==> src/rtl/hdmi_period_sched.sv <==
// Video timing generator and TMDS period scheduler for the HDMI output path.
// Each line and each frame start with blanking (front porch, sync, back porch)
// followed by active video. On active lines in HDMI mode the control period is
// followed by an 8-cycle video preamble and a 2-cycle guard band right before
// active video. In DVI mode only blank/sync timing is produced.
// Every output is registered and describes the counter position of the
// previous cycle.
module hdmi_period_sched #(
  parameter int unsigned H_ACTIVE  = 640,
  parameter int unsigned H_FP      = 16,
  parameter int unsigned H_SYNC    = 96,
  parameter int unsigned H_BP      = 48,
  parameter int unsigned V_ACTIVE  = 480,
  parameter int unsigned V_FP      = 10,
  parameter int unsigned V_SYNC    = 2,
  parameter int unsigned V_BP      = 33,
  parameter bit          HSYNC_POL = 1'b0,
  parameter bit          VSYNC_POL = 1'b0,
  parameter bit          HDMI_MODE = 1'b1
) (
  input  logic        clk,
  input  logic        reset_n,
  input  logic        enable,
  output logic        blank,
  output logic        hsync,
  output logic        vsync,
  output logic [3:0]  ctl,
  output logic        guard,
  output logic [10:0] xpos,
  output logic [10:0] ypos,
  output logic        line_start,
  output logic        frame_start
);

  localparam int unsigned H_BLANK = H_FP + H_SYNC + H_BP;
  localparam int unsigned H_TOTAL = H_BLANK + H_ACTIVE;
  localparam int unsigned V_BLANK = V_FP + V_SYNC + V_BP;
  localparam int unsigned V_TOTAL = V_BLANK + V_ACTIVE;

  // Counter-domain constants at the 11-bit counter width.
  localparam logic [10:0] H_BLANK_W   = 11'(H_BLANK);
  localparam logic [10:0] H_LAST_W    = 11'(H_TOTAL - 1);
  localparam logic [10:0] PRE_START_W = 11'(H_BLANK - 10);
  localparam logic [10:0] GRD_START_W = 11'(H_BLANK - 2);
  localparam logic [10:0] HS_START_W  = 11'(H_FP);
  localparam logic [10:0] HS_END_W    = 11'(H_FP + H_SYNC);
  localparam logic [10:0] V_BLANK_W   = 11'(V_BLANK);
  localparam logic [10:0] V_LAST_W    = 11'(V_TOTAL - 1);
  localparam logic [10:0] VS_START_W  = 11'(V_FP);
  localparam logic [10:0] VS_END_W    = 11'(V_FP + V_SYNC);

  // The preamble and guard band must fit inside the back porch so that they
  // never overlap the sync pulse.
  if (HDMI_MODE && (H_BP < 10)) begin : g_bp_check
    $error("hdmi_period_sched: H_BP must be >= 10 when HDMI_MODE=1");
  end
  if ((H_TOTAL > 2047) || (V_TOTAL > 2047)) begin : g_width_check
    $error("hdmi_period_sched: H_TOTAL/V_TOTAL exceed the 11-bit counters");
  end

  typedef enum logic [2:0] {
    ST_IDLE,
    ST_CTRL,
    ST_PREAMBLE,
    ST_GUARD,
    ST_ACTIVE
  } state_e;

  // state_q is the period that applies to the current (hcnt_q, vcnt_q).
  state_e      state_q, state_d;
  logic [10:0] hcnt_q, hcnt_d;
  logic [10:0] vcnt_q, vcnt_d;

  logic        blank_q, blank_d;
  logic        hsync_q, hsync_d;
  logic        vsync_q, vsync_d;
  logic [3:0]  ctl_q, ctl_d;
  logic        guard_q, guard_d;
  logic [10:0] xpos_q, xpos_d;
  logic [10:0] ypos_q, ypos_d;
  logic        line_start_q, line_start_d;
  logic        frame_start_q, frame_start_d;

  // Scratch values shared by the next-state logic.
  state_e      cur_state;
  logic        h_wrap;
  logic [10:0] nxt_h;
  logic [10:0] nxt_v;
  logic        nxt_active_line;

  // Next counter position, next period and the registered outputs for the
  // current position.
  always_comb begin
    // NOTE: every signal assigned here gets a default first, so no path can
    // leave one unassigned and infer a latch.
    state_d       = state_q;
    hcnt_d        = hcnt_q;
    vcnt_d        = vcnt_q;
    blank_d       = 1'b1;
    hsync_d       = ~HSYNC_POL;
    vsync_d       = ~VSYNC_POL;
    ctl_d         = 4'b0000;
    guard_d       = 1'b0;
    xpos_d        = '0;
    ypos_d        = '0;
    line_start_d  = 1'b0;
    frame_start_d = 1'b0;

    // Leaving IDLE the counters already sit at the frame origin, which is a
    // control-period position.
    cur_state       = (state_q == ST_IDLE) ? ST_CTRL : state_q;
    h_wrap          = (hcnt_q == H_LAST_W);
    nxt_h           = h_wrap ? '0 : hcnt_q + 11'd1;
    nxt_v           = h_wrap ? ((vcnt_q == V_LAST_W) ? '0 : vcnt_q + 11'd1) : vcnt_q;
    nxt_active_line = (nxt_v >= V_BLANK_W);

    if (!enable) begin
      // Abort the frame: counters back to the origin, outputs at reset values.
      state_d = ST_IDLE;
      hcnt_d  = '0;
      vcnt_d  = '0;
    end else begin
      hcnt_d = nxt_h;
      vcnt_d = nxt_v;

      unique case (cur_state)
        ST_CTRL: begin
          if (HDMI_MODE && nxt_active_line && (nxt_h == PRE_START_W)) begin
            state_d = ST_PREAMBLE;
          end else if (!HDMI_MODE && nxt_active_line && (nxt_h == H_BLANK_W)) begin
            state_d = ST_ACTIVE;
          end else begin
            state_d = ST_CTRL;
          end
        end
        ST_PREAMBLE: state_d = (nxt_h == GRD_START_W) ? ST_GUARD : ST_PREAMBLE;
        ST_GUARD:    state_d = (nxt_h == H_BLANK_W) ? ST_ACTIVE : ST_GUARD;
        ST_ACTIVE:   state_d = h_wrap ? ST_CTRL : ST_ACTIVE;
        default:     state_d = ST_CTRL;
      endcase

      blank_d       = (cur_state != ST_ACTIVE);
      ctl_d         = (cur_state == ST_PREAMBLE) ? 4'b0001 : 4'b0000;
      guard_d       = (cur_state == ST_GUARD);
      xpos_d        = (cur_state == ST_ACTIVE) ? hcnt_q - H_BLANK_W : '0;
      ypos_d        = (vcnt_q >= V_BLANK_W) ? vcnt_q - V_BLANK_W : '0;
      hsync_d       = ((hcnt_q >= HS_START_W) && (hcnt_q < HS_END_W)) ? HSYNC_POL : ~HSYNC_POL;
      vsync_d       = ((vcnt_q >= VS_START_W) && (vcnt_q < VS_END_W)) ? VSYNC_POL : ~VSYNC_POL;
      line_start_d  = (hcnt_q == '0);
      frame_start_d = (hcnt_q == '0) && (vcnt_q == '0);
    end
  end

  // State, counters and output registers with asynchronous reset.
  always_ff @(posedge clk or negedge reset_n) begin
    if (!reset_n) begin
      state_q       <= ST_IDLE;
      hcnt_q        <= '0;
      vcnt_q        <= '0;
      blank_q       <= 1'b1;
      hsync_q       <= ~HSYNC_POL;
      vsync_q       <= ~VSYNC_POL;
      ctl_q         <= 4'b0000;
      guard_q       <= 1'b0;
      xpos_q        <= '0;
      ypos_q        <= '0;
      line_start_q  <= 1'b0;
      frame_start_q <= 1'b0;
    end else begin
      // NOTE: non-blocking assignments make every flop sample the pre-edge
      // values, independent of statement order.
      state_q       <= state_d;
      hcnt_q        <= hcnt_d;
      vcnt_q        <= vcnt_d;
      blank_q       <= blank_d;
      hsync_q       <= hsync_d;
      vsync_q       <= vsync_d;
      ctl_q         <= ctl_d;
      guard_q       <= guard_d;
      xpos_q        <= xpos_d;
      ypos_q        <= ypos_d;
      line_start_q  <= line_start_d;
      frame_start_q <= frame_start_d;
    end
  end

  assign blank       = blank_q;
  assign hsync       = hsync_q;
  assign vsync       = vsync_q;
  assign ctl         = ctl_q;
  assign guard       = guard_q;
  assign xpos        = xpos_q;
  assign ypos        = ypos_q;
  assign line_start  = line_start_q;
  assign frame_start = frame_start_q;

endmodule

==> config.mk <==
export PLATFORM = sky130hd
export DESIGN_NAME = hdmi_period_sched
export DESIGN_NICKNAME = d
export VERILOG_FILES = /design/src/rtl/hdmi_period_sched.sv
export SDC_FILE = /design/constraint.sdc
export NUM_CORES = 1
export LEC_CHECK = 0
export CAP_MARGIN = 20
export CELL_PAD_IN_SITES_DETAIL_PLACEMENT = 1
export CELL_PAD_IN_SITES_GLOBAL_PLACEMENT = 1
export CORE_UTILIZATION = 43
export DETAILED_ROUTE_END_ITERATION = 16
export PLACE_DENSITY_LB_ADDON = 0.1
export SLEW_MARGIN = 20
export SYNTH_ARGS = -nofsm -noshare
export SYNTH_HDL_FRONTEND = slang
export SYNTH_SLANG_ARGS = --single-unit
==> constraint.sdc <==
create_clock -name clk -period 3.4 [get_ports clk]
set_input_delay 0.34 -clock clk [delete_from_list [all_inputs] [get_ports clk]]
set_output_delay 0.34 -clock clk [all_outputs]
set_load 0.02 [all_outputs]
==> results of run 1 <==
==> kinds of logic after synthesis <==
| group | count (synthesis) | synth area share (%) |
|---|---|---|
| compound gates | 44 | 10.3 |
| fa+ha+maj | 11 | 4.64 |
| flops | 54 | 45.7 |
| buf+inv | 34 | 5.66 |
| simple gates | 141 | 26.2 |
| other cells | 1 | 0.127 |
| xor+xnor | 25 | 7.39 |
==> critical path: stages (launching register included) <==
cell,delay (ns)
dfrtp_1,0.45
ha_1,0.31
nand4bb_4,0.16
or3_1,0.60
or2_1,0.35
a311o_1,0.34
nor4_2,0.29
a211oi_2,0.08
o2111ai_1,0.19
==> layout make-up <==
type | count | area [µm²]
fill | 742 | 3100
multi-input combinational | 224 | 1460
sequential | 54 | 1360
timing repair buffer | 35 | 335
tap | 77 | 96.3
clock buffer | 5 | 68.8
inverter | 12 | 45.0
clock inverter | 3 | 40.0
==> per-layer routing <==
layer  wire length, µm  track usage [%]
met5                 0                0
met4                59             4.62
met3               159             3.21
met2              3080             29.8
met1              3690             32.4
==> cells in the mapped netlist, drive strengths merged (5+ instances only) <==
library cell  count  share of area (%)
xor2              9                2.7
nor4             10                2.3
nand2            22                2.8
buf              11                2.7
or3               9                1.9
dfrtp            51                 43
inv              11                1.4
ha               11                4.6
a21oi            10                1.7
xnor2            16                4.7
nand3            10                1.7
o21ai            10                1.7
and2              9                1.9
clkbuf           11                1.4
nor3             10                1.7
and3              5                1.1
nor2             41                5.2
==> per-stage QoR <==
stage | util (%) | cell area [µm²]
floorplan | - | 2970
global placement | 50.6 | 3290
finish | 52.3 | 3400
detailed placement | 50.6 | 3290
global route | 52.3 | 3400
CTS | 52.3 | 3400
==> how the worst max path moves through the flow <==
stage / from / cells after the start / endpoint
2_1_floorplan: hcnt_q[0]$_DFF_PN0_ / 9 / state_q[1]$_DFF_PN0_
3_3_place_gp: hcnt_q[0]$_DFF_PN0_ / 8 / state_q[1]$_DFF_PN0_
3_5_place_dp: hcnt_q[0]$_DFF_PN0_ / 8 / state_q[0]$_DFF_PN0_
4_1_cts: hcnt_q[0]$_DFF_PN0_ / 8 / state_q[0]$_DFF_PN0_
5_1_grt: hcnt_q[0]$_DFF_PN0_ / 8 / state_q[0]$_DFF_PN0_
6_report: hcnt_q[0]$_DFF_PN0_ / 8 / state_q[0]$_DFF_PN0_
==> registers in the layout, indices dropped and copies added (netlist names) <==
register,count
line_start,1
state_q,3
blank,1
ctl,1
vsync,1
frame_start,1
xpos,11
hcnt_q,11
ypos,11
hsync,1
guard,1
vcnt_q,11
==> power by group <==
part / internal (W) / switching [W]
clock: 0.000217 / 0.000218
combinational: 0.0000156 / 0.0000378
sequential: 0.000648 / 0.00000642
total: 0.000881 / 0.000262
==> impl_summary.txt, run 1 <==
----------------------------------------------------
[Global route]
  Overall fraction of global-route tracks in use ... 20.7%
  Wire length of the first global-routing pass ... 11,700 µm
  Grt ovf ... 0
  Number of global-route vias before repair ... 2,223
  Maximum number of pins on one net before global-route repair ... 34
  Antenna violations before repair ... 0

[STA]
  Final worst-path setup slack ... 0.547 ns
  Pins over their slew limit ... 0
  Sum of negative setup slack ... 0 ns
  Unrepaired setup endpoints after global routing ... no
  Worst-Margin Slew ... 0.750 ns
  Final setup viols ... 0
  Crit path time final ... 2.85 ns
  Clock Skews ... 0.00438 ns
  Final hold violation count ... 0
  Worst hold margin ... 0.0854 ns
  Part of the cycle the worst path needs ... 83.9%
  Worst slew margin relative to its limit ... 50.0%
  Achievable frequency ... 350 MHz

[Floorplan]
  Placeable core region ... 0.00649 mm²
  Placement row count ... 29
  Initial core utilization ... 45.6%
  Die span in y ... 85.0 µm
  I/O Pins ... 35
  Die Width ... 85.0 µm
  Die outline area ... 0.00723 mm²

[Final layout]
  Area growth from synthesis to layout ... 14.6%
  Highest-count cells in the layout ignoring fill and taps ... dfrtp_1, nor2_1, clkdlybuf4s50_1
  Final Instance Count excl. Fillers ... 410
  Net count reported at finish ... 346
  Layout cells sized above 1 ... 7.21%
  Most common library cell in the layout ignoring fill and taps ... dfrtp_1
  Antenna fix cells ... 0

[Flow run]
  Total of max-cap violations ... 0

[Synthesis]
  Cells after Synth ... 310
  Async set-or-reset flop fraction in the synthesized netlist ... 100%
  Cell Area, Synth ... 0.00296 mm²
  Number of different library cells in the post-synthesis netlist ... 54
  Sequential share of the synthesized area ... 45.7%
  EDFF count, synth ... 0
  Top flip-flop cell by instance count after synthesis ... dfrtp_1
  Mapped Avg Cell Area ... 9.56 µm²
  Count of yosys warnings during synthesis ... 0
  Total of flip-flops plus latches after synthesis ... 54

[Clocking]
  CTS tree ... built
  Post-CTS Repair Setup Buffers ... 0
  CTS max path bufs ... 2
  CTS buffer count ... 5
  Level count of the clock H-tree ... 2
  Worst skew pair latency ... 0.31 ns
  Clock sink count ... 54
  Post-cts repair resize count ... 0
  Clock root buffer master ... clkbuf_8
  Clock transition at path regs ... 0.10 ns
  Post-CTS Hold Buffers ... 0

[Pwr]
  Power density over the cells ... 336 mW/mm²
  Final Total Pwr ... 0.00114 W
  Peak supply drop ... 182 µV
  Leakage power of the design ... 1.45 nW

[Drt]
  Vias per std cell ... 5.55
  Wire length per cell after detailed routing ... 17.0 µm
  Drt first pass iters ... 4
  Number of nets still failing antenna checks after routing ... 0
  DRC ... 0
  Detailed-route wire length ... 6990 µm
  Total via count after detailed routing ... 2,277
  First-iteration detailed-routing DRC count ... 126

[Critical path]
  Maximum net fanout on the critical path ... 15
  Type of destination of the critical path ... flip-flop
  Worst flop-to-flop path endpoint ... state_q[0]$_DFF_PN0_
  Worst R2R Setup Slack ... 0.55 ns
  Kind of start point of the critical path ... flip-flop
  FF-to-FF path depth ... 8
  WS Path Type ... flip-flop to flip-flop
  Endpoint arrival time on the critical path ... 3.09 ns
  Worst R2R Start ... hcnt_q[0]$_DFF_PN0_
  Required time worst endpoint ... 3.63 ns

[Placed design]
  Port Buf Inserts ... 31
  Worst setup slack after placement ... 0.589 ns
  # placed instances ... 402
  Weighted congestion reported at the end of routability-driven placement ... 0.868
  Final HPWL DP ... 5100 µm

[Hold path]
  Hold Path Class ... input pin to asynchronous set/reset pin

[Status]
  Outcome ... finished, final reports clean

----------------------------------------------------
No activity file was read; power rests on OpenSTA's default activity.
==> run 2: changes to the inputs <==
==> constraint.sdc (replaced) <==
create_clock -name clk -period 2.7 [get_ports clk]
set_input_delay 0.27 -clock clk [delete_from_list [all_inputs] [get_ports clk]]
set_output_delay 0.27 -clock clk [all_outputs]
set_load 0.02 [all_outputs]
==> run 2 against run 1 <==
Setup slack worse by 0.36 ns. Largest power group unchanged. Non-clock buffer count is 20 higher. Combinational power is 41% higher. Wire length is 6.9% higher. Final cell count is 4.9% higher.
==> impl_summary.txt, run 2 (synthesized netlist as in run 1, its figures left out) <==
----------------------------------------------------
[Clocking]
  CTS tree ... built
  CTS max path bufs ... 2
  Worst skew pair latency ... 0.31 ns
  Clock root buffer master ... clkbuf_8
  Level count of the clock H-tree ... 2
  Clock transition at path regs ... 0.09 ns
  CTS buffer count ... 5
  Clock sink count ... 54

[Final layout]
  Multi-input logic area ... 0.00149 mm²
  Layout fillers ... 732
  Net count reported at finish ... 366
  Highest-count cells in the layout ignoring fill and taps ... dfrtp_1, nor2_1, clkdlybuf4s50_1
  Area of all placed cells without fillers ... 0.00358 mm²
  Antenna fix cells ... 0
  Area growth from synthesis to layout ... 20.6%
  FF+latch area ... 0.00136 mm²
  Layout cells sized above 1 ... 12.2%
  Most common library cell in the layout ignoring fill and taps ... dfrtp_1

[Critical path]
  Maximum net fanout on the critical path ... 9
  WS Path Type ... flip-flop to flip-flop
  Kind of start point of the critical path ... flip-flop
  Stage delay of the slowest cell on the critical path ... 0.45 ns
  Worst R2R Start ... hcnt_q[1]$_DFF_PN0_
  Number of buffers and inverters on the critical path ... 0
  Critical Path, Cell by Cell ... ha_4, nand4bb_4, or3_4, or2_1, a311o_1, nor4_2, a211oi_2, o2111ai_1
  Worst-path cell with the longest stage delay ... or3_4
  Type of destination of the critical path ... flip-flop
  Required time worst endpoint ... 2.93 ns
  Endpoint arrival time on the critical path ... 2.74 ns
  Critical path origin ... hcnt_q[1]$_DFF_PN0_
  Kind of cell adding the most delay to the critical path ... simple AND/OR/NAND/NOR gates

[Floorplan]
  Die Width ... 85.0 µm
  Placeable core region ... 0.00649 mm²
  Placement row count ... 29
  Die span in y ... 85.0 µm
  Die outline area ... 0.00723 mm²
  Initial core utilization ... 45.6%
  I/O Pins ... 35

[Global route]
  Maximum number of pins on one net before global-route repair ... 36
  Overall fraction of global-route tracks in use ... 22.3%
  Number of global-route vias before repair ... 2,393
  Wire length of the first global-routing pass ... 12,500 µm
  Antenna violations before repair ... 0
  Grt ovf ... 0

[Drt]
  Drt first pass iters ... 4
  First-iteration detailed-routing DRC count ... 133
  Number of nets still failing antenna checks after routing ... 0
  Total via count after detailed routing ... 2,357
  Vias per std cell ... 5.48
  Wire length per cell after detailed routing ... 17.4 µm
  DRC ... 0
  Detailed-route wire length ... 7470 µm

[STA]
  Clock Skews ... 0.00810 ns
  Worst slew margin relative to its limit ... 52.8%
  Pins over their slew limit ... 0
  Sum of negative setup slack ... 0 ns
  Worst-Margin Slew ... 0.705 ns
  Final worst-path setup slack ... 0.185 ns
  Final hold violation count ... 0
  Crit path time final ... 2.52 ns
  Final setup viols ... 0
  Unrepaired setup endpoints after global routing ... no
  Achievable frequency ... 398 MHz
  Part of the cycle the worst path needs ... 93.1%

[Placed design]
  Weighted congestion reported at the end of routability-driven placement ... 0.897
  Final HPWL DP ... 5390 µm
  Area after DPL ... 0.00343 mm²
  Port Buf Inserts ... 31
  Worst setup slack after placement ... 0.0525 ns

[Pwr]
  Peak supply drop ... 177 µV
  Power density over the cells ... 403 mW/mm²
  Leakage power of the design ... 1.55 nW

[Flow run]
  Total of max-cap violations ... 0

[Hold path]
  Hold Path Class ... input pin to asynchronous set/reset pin

[Status]
  Outcome ... finished, final reports clean

----------------------------------------------------
run 2: area by class of cell:
| type | instances | share of cell area, % |
|---|---|---|
| clock inverter | 1 | 0.840 |
| timing repair buffer | 55 | 13.6 |
| inverter | 12 | 1.26 |
| multi-input combinational | 224 | 41.5 |
| clock buffer | 7 | 2.13 |
| tap | 77 | 2.69 |
| sequential | 54 | 37.9 |
run 2: what timing repair did:
item | CTS | global route
hold buffers | 1 | 0
setup endpoints to repair | 0 | 3
gates resized for setup | 0 | 3
hold endpoints to repair | 18 | 0
buffers inserted | 0 | 0
run 2: final timing paths:
| kind | endpoint | slack, ns | cells after the start |
|---|---|---|---|
| setup / recovery | state_q[0]$_DFF_PN0_ | 0.18 | 8 |
| hold / removal | ypos[10]$_DFF_PN0_ | 0.45 | 2 |
| setup reg to reg | state_q[0]$_DFF_PN0_ | 0.18 | 8 |
| hold reg to reg | ctl[0]$_DFF_PN0_ | 0.53 | 1 |
| max in group asynchronous | hsync$_DFF_PN1_ | 1.37 | 3 |
| min in group clk | ctl[0]$_DFF_PN0_ | 0.53 | 1 |
run 2: metal layers:
layer | vias to the layer above | GRT usage (%) | routed length (µm)
li1 | 1149 | - | -
met1 | 1159 | 33.1 | 3790
met2 | 39 | 34.2 | 3400
met3 | 10 | 2.43 | 181
met4 | 0 | 6.63 | 98
met5 | - | 0 | 0
run 2: power by group:
group | total [W] | switching [W] | leakage, nW | internal, W
logic | 0.0000752 | 0.0000513 | 0.763 | 0.0000239
registers | 0.000824 | 0.00000856 | 0.737 | 0.000816
clock network | 0.000542 | 0.000264 | 0.0524 | 0.000278
total | 0.00144 | 0.000323 | 1.55 | 0.00112
run 2: per-stage QoR:
stage          cells  hold slack, ns  utilization (%)  power, W
2_1_floorplan    312         -0.0256                -  0.000873
3_3_place_gp     421           0.255             52.8  0.000909
3_5_place_dp     421           0.265             52.8  0.000912
4_1_cts          430           0.472             54.6   0.00146
5_1_grt          430           0.505             55.1   0.00149
6_report         430           0.448             55.1   0.00144
==> run 3: changes to the inputs <==
--- a/config.mk
+++ b/config.mk
@@ -8,7 +8,7 @@
 export CAP_MARGIN = 20
 export CELL_PAD_IN_SITES_DETAIL_PLACEMENT = 1
 export CELL_PAD_IN_SITES_GLOBAL_PLACEMENT = 1
-export CORE_UTILIZATION = 43
+export CORE_UTILIZATION = 45
 export DETAILED_ROUTE_END_ITERATION = 16
 export PLACE_DENSITY_LB_ADDON = 0.1
 export SLEW_MARGIN = 20
==> constraint.sdc (replaced) <==
create_clock -name clk -period 3 [get_ports clk]
set_input_delay 0.3 -clock clk [delete_from_list [all_inputs] [get_ports clk]]
set_output_delay 0.3 -clock clk [all_outputs]
set_load 0.02 [all_outputs]
==> run 3 against run 2 <==
Critical path depth stayed put. Maximum frequency down 5.9%. Sequential cell count did not move. Combinational power shrank 17%. Clock skew down 0.0038 ns. First-iteration DRC count unchanged. Clock-buffer cell count did not move. Clock power shrank 23%. Die area shrank 4.3%. Cell area shrank 4.1%.
==> impl_summary.txt, run 3 (synthesized netlist as in run 1, its figures left out) <==
----------------------------------------------------
[Status]
  Outcome ... finished, final reports clean

[Global route]
  Grt ovf ... 0
  Maximum number of pins on one net before global-route repair ... 33
  Antenna violations before repair ... 0
  Overall fraction of global-route tracks in use ... 22.4%
  Number of global-route vias before repair ... 2,357
  Wire length of the first global-routing pass ... 12,400 µm

[STA]
  Crit path time final ... 2.67 ns
  Final hold violation count ... 0
  Final setup viols ... 0
  Unrepaired setup endpoints after global routing ... no
  Clock Skews ... 0.00434 ns
  Worst slew margin relative to its limit ... 49.5%
  Final worst-path setup slack ... 0.326 ns
  Pins over their slew limit ... 0
  Part of the cycle the worst path needs ... 89.1%
  Sum of negative setup slack ... 0 ns
  Worst-Margin Slew ... 0.756 ns
  Achievable frequency ... 374 MHz

[Drt]
  Drt first pass iters ... 4
  Detailed-route wire length ... 7150 µm
  Total via count after detailed routing ... 2,343
  Wire length per cell after detailed routing ... 17.2 µm
  First-iteration detailed-routing DRC count ... 133
  Number of nets still failing antenna checks after routing ... 0
  Vias per std cell ... 5.65
  DRC ... 0

[Pwr]
  Power density over the cells ... 356 mW/mm²
  Net Sw Power ... 0.000282 W
  Leakage power of the design ... 1.47 nW
  Final Total Pwr ... 0.00122 W
  Combinational share of power ... 5.1%
  Peak supply drop ... 208 µV
  P_int ... 0.000940 W
  Share of power burned in the clock network ... 34.3%
  Proportion of power drawn by flip-flops and latches ... 60.7%
  Net Sw Frac ... 23.0%

[Clocking]
  CTS max path bufs ... 2
  Worst skew pair latency ... 0.30 ns
  Clock transition at path regs ... 0.09 ns
  Level count of the clock H-tree ... 2
  Clock root buffer master ... clkbuf_8
  CTS buffer count ... 5
  Clock sink count ... 54
  Post-CTS Repair Setup Buffers ... 0
  CTS tree ... built

[Placed design]
  Final HPWL DP ... 5110 µm
  Worst setup slack after placement ... 0.367 ns
  # placed instances ... 406
  Port Buf Inserts ... 31
  Weighted congestion reported at the end of routability-driven placement ... 0.791

[Floorplan]
  Placement row count ... 29
  Die outline area ... 0.00692 mm²
  I/O Pins ... 35
  Die span in y ... 83.2 µm
  Die Width ... 83.2 µm
  Initial core utilization ... 46.7%
  Placeable core region ... 0.00635 mm²

[Critical path]
  Kind of start point of the critical path ... flip-flop
  Maximum net fanout on the critical path ... 7
  Type of destination of the critical path ... flip-flop
  Endpoint arrival time on the critical path ... 2.89 ns
  Required time worst endpoint ... 3.22 ns
  WS Path Type ... flip-flop to flip-flop

[Final layout]
  Fraction of the core area covered by cells at the end of the flow ... 54.0%
  Antenna fix cells ... 0
  Highest-count cells in the layout ignoring fill and taps ... dfrtp_1, nor2_1, clkdlybuf4s50_1
  Final Instance Count excl. Fillers ... 415
  Net count reported at finish ... 351
  Multi-input logic area ... 0.00147 mm²
  Layout fillers ... 733
  FF+latch area ... 0.00136 mm²
  Most common library cell in the layout ignoring fill and taps ... dfrtp_1
  Layout cells sized above 1 ... 7.99%
  Area growth from synthesis to layout ... 15.7%

[Flow run]
  Total of max-cap violations ... 0

[Hold path]
  Hold Path Class ... input pin to asynchronous set/reset pin

----------------------------------------------------
## run 3: final timing paths
kind / slack, ns / from / cells after the start / endpoint
worst max-delay path: 0.33 / hcnt_q[0]$_DFF_PN0_ / 8 / state_q[0]$_DFF_PN0_
worst min-delay path: 0.50 / reset_n / 2 / ypos[10]$_DFF_PN0_
worst max register to register: 0.33 / hcnt_q[0]$_DFF_PN0_ / 8 / state_q[0]$_DFF_PN0_
worst min register to register: 0.53 / state_q[0]$_DFF_PN0_ / 1 / ctl[0]$_DFF_PN0_
max in group asynchronous: 1.66 / reset_n / 3 / hsync$_DFF_PN1_
min in group clk: 0.53 / state_q[0]$_DFF_PN0_ / 1 / ctl[0]$_DFF_PN0_
## run 3: area by class of cell
cell class / count / area share (%)
timing repair buffer: 40 / 10.9
clock buffer: 7 / 2.52
inverter: 12 / 1.31
tap: 77 / 2.81
sequential: 54 / 39.5
multi-input combinational: 224 / 42.8
clock inverter: 1 / 0.146
## run 3: power groups by stage
stage          registers [W]  clock network (W)   logic, W
2_1_floorplan       0.000756                  0  0.0000297
3_3_place_gp        0.000755                  0  0.0000614
3_5_place_dp        0.000755                  0  0.0000624
4_1_cts             0.000741           0.000433  0.0000638
5_1_grt             0.000743           0.000456  0.0000710
6_report            0.000741           0.000419  0.0000621
## run 3: stage by stage
| step | instance area [µm²] | hold WS [ns] |
|---|---|---|
| global route | 3430 | 0.549 |
| floorplan | 2970 | 0.00441 |
| finish | 3430 | 0.496 |
| CTS | 3420 | 0.516 |
| detailed placement | 3320 | 0.307 |
| global placement | 3320 | 0.304 |
## run 3: critical path: stages, from the launching register on
cell,delay [ns]
dfrtp_1,0.44
ha_1,0.31
nand4bb_4,0.16
or3_1,0.49
or2_1,0.31
a311o_1,0.34
nor4_2,0.28
a211oi_2,0.07
o2111ai_1,0.20
## run 3: what timing repair did
action / CTS / global route
gates resized for setup: 0 / 0
endpoints found under the hold margin: 21 / 0
hold buffers: 1 / 0
## run 3: routing by layer
| layer | part of all wire (%) | GRT usage (%) | up-vias |
|---|---|---|---|
| li1 | - | - | 1111 |
| met1 | 50 | 34.6 | 1176 |
| met2 | 45 | 33.2 | 54 |
| met3 | 4.0 | 2.98 | 2 |
| met4 | 0.60 | 5.17 | 0 |
| met5 | 0 | 0 | - |
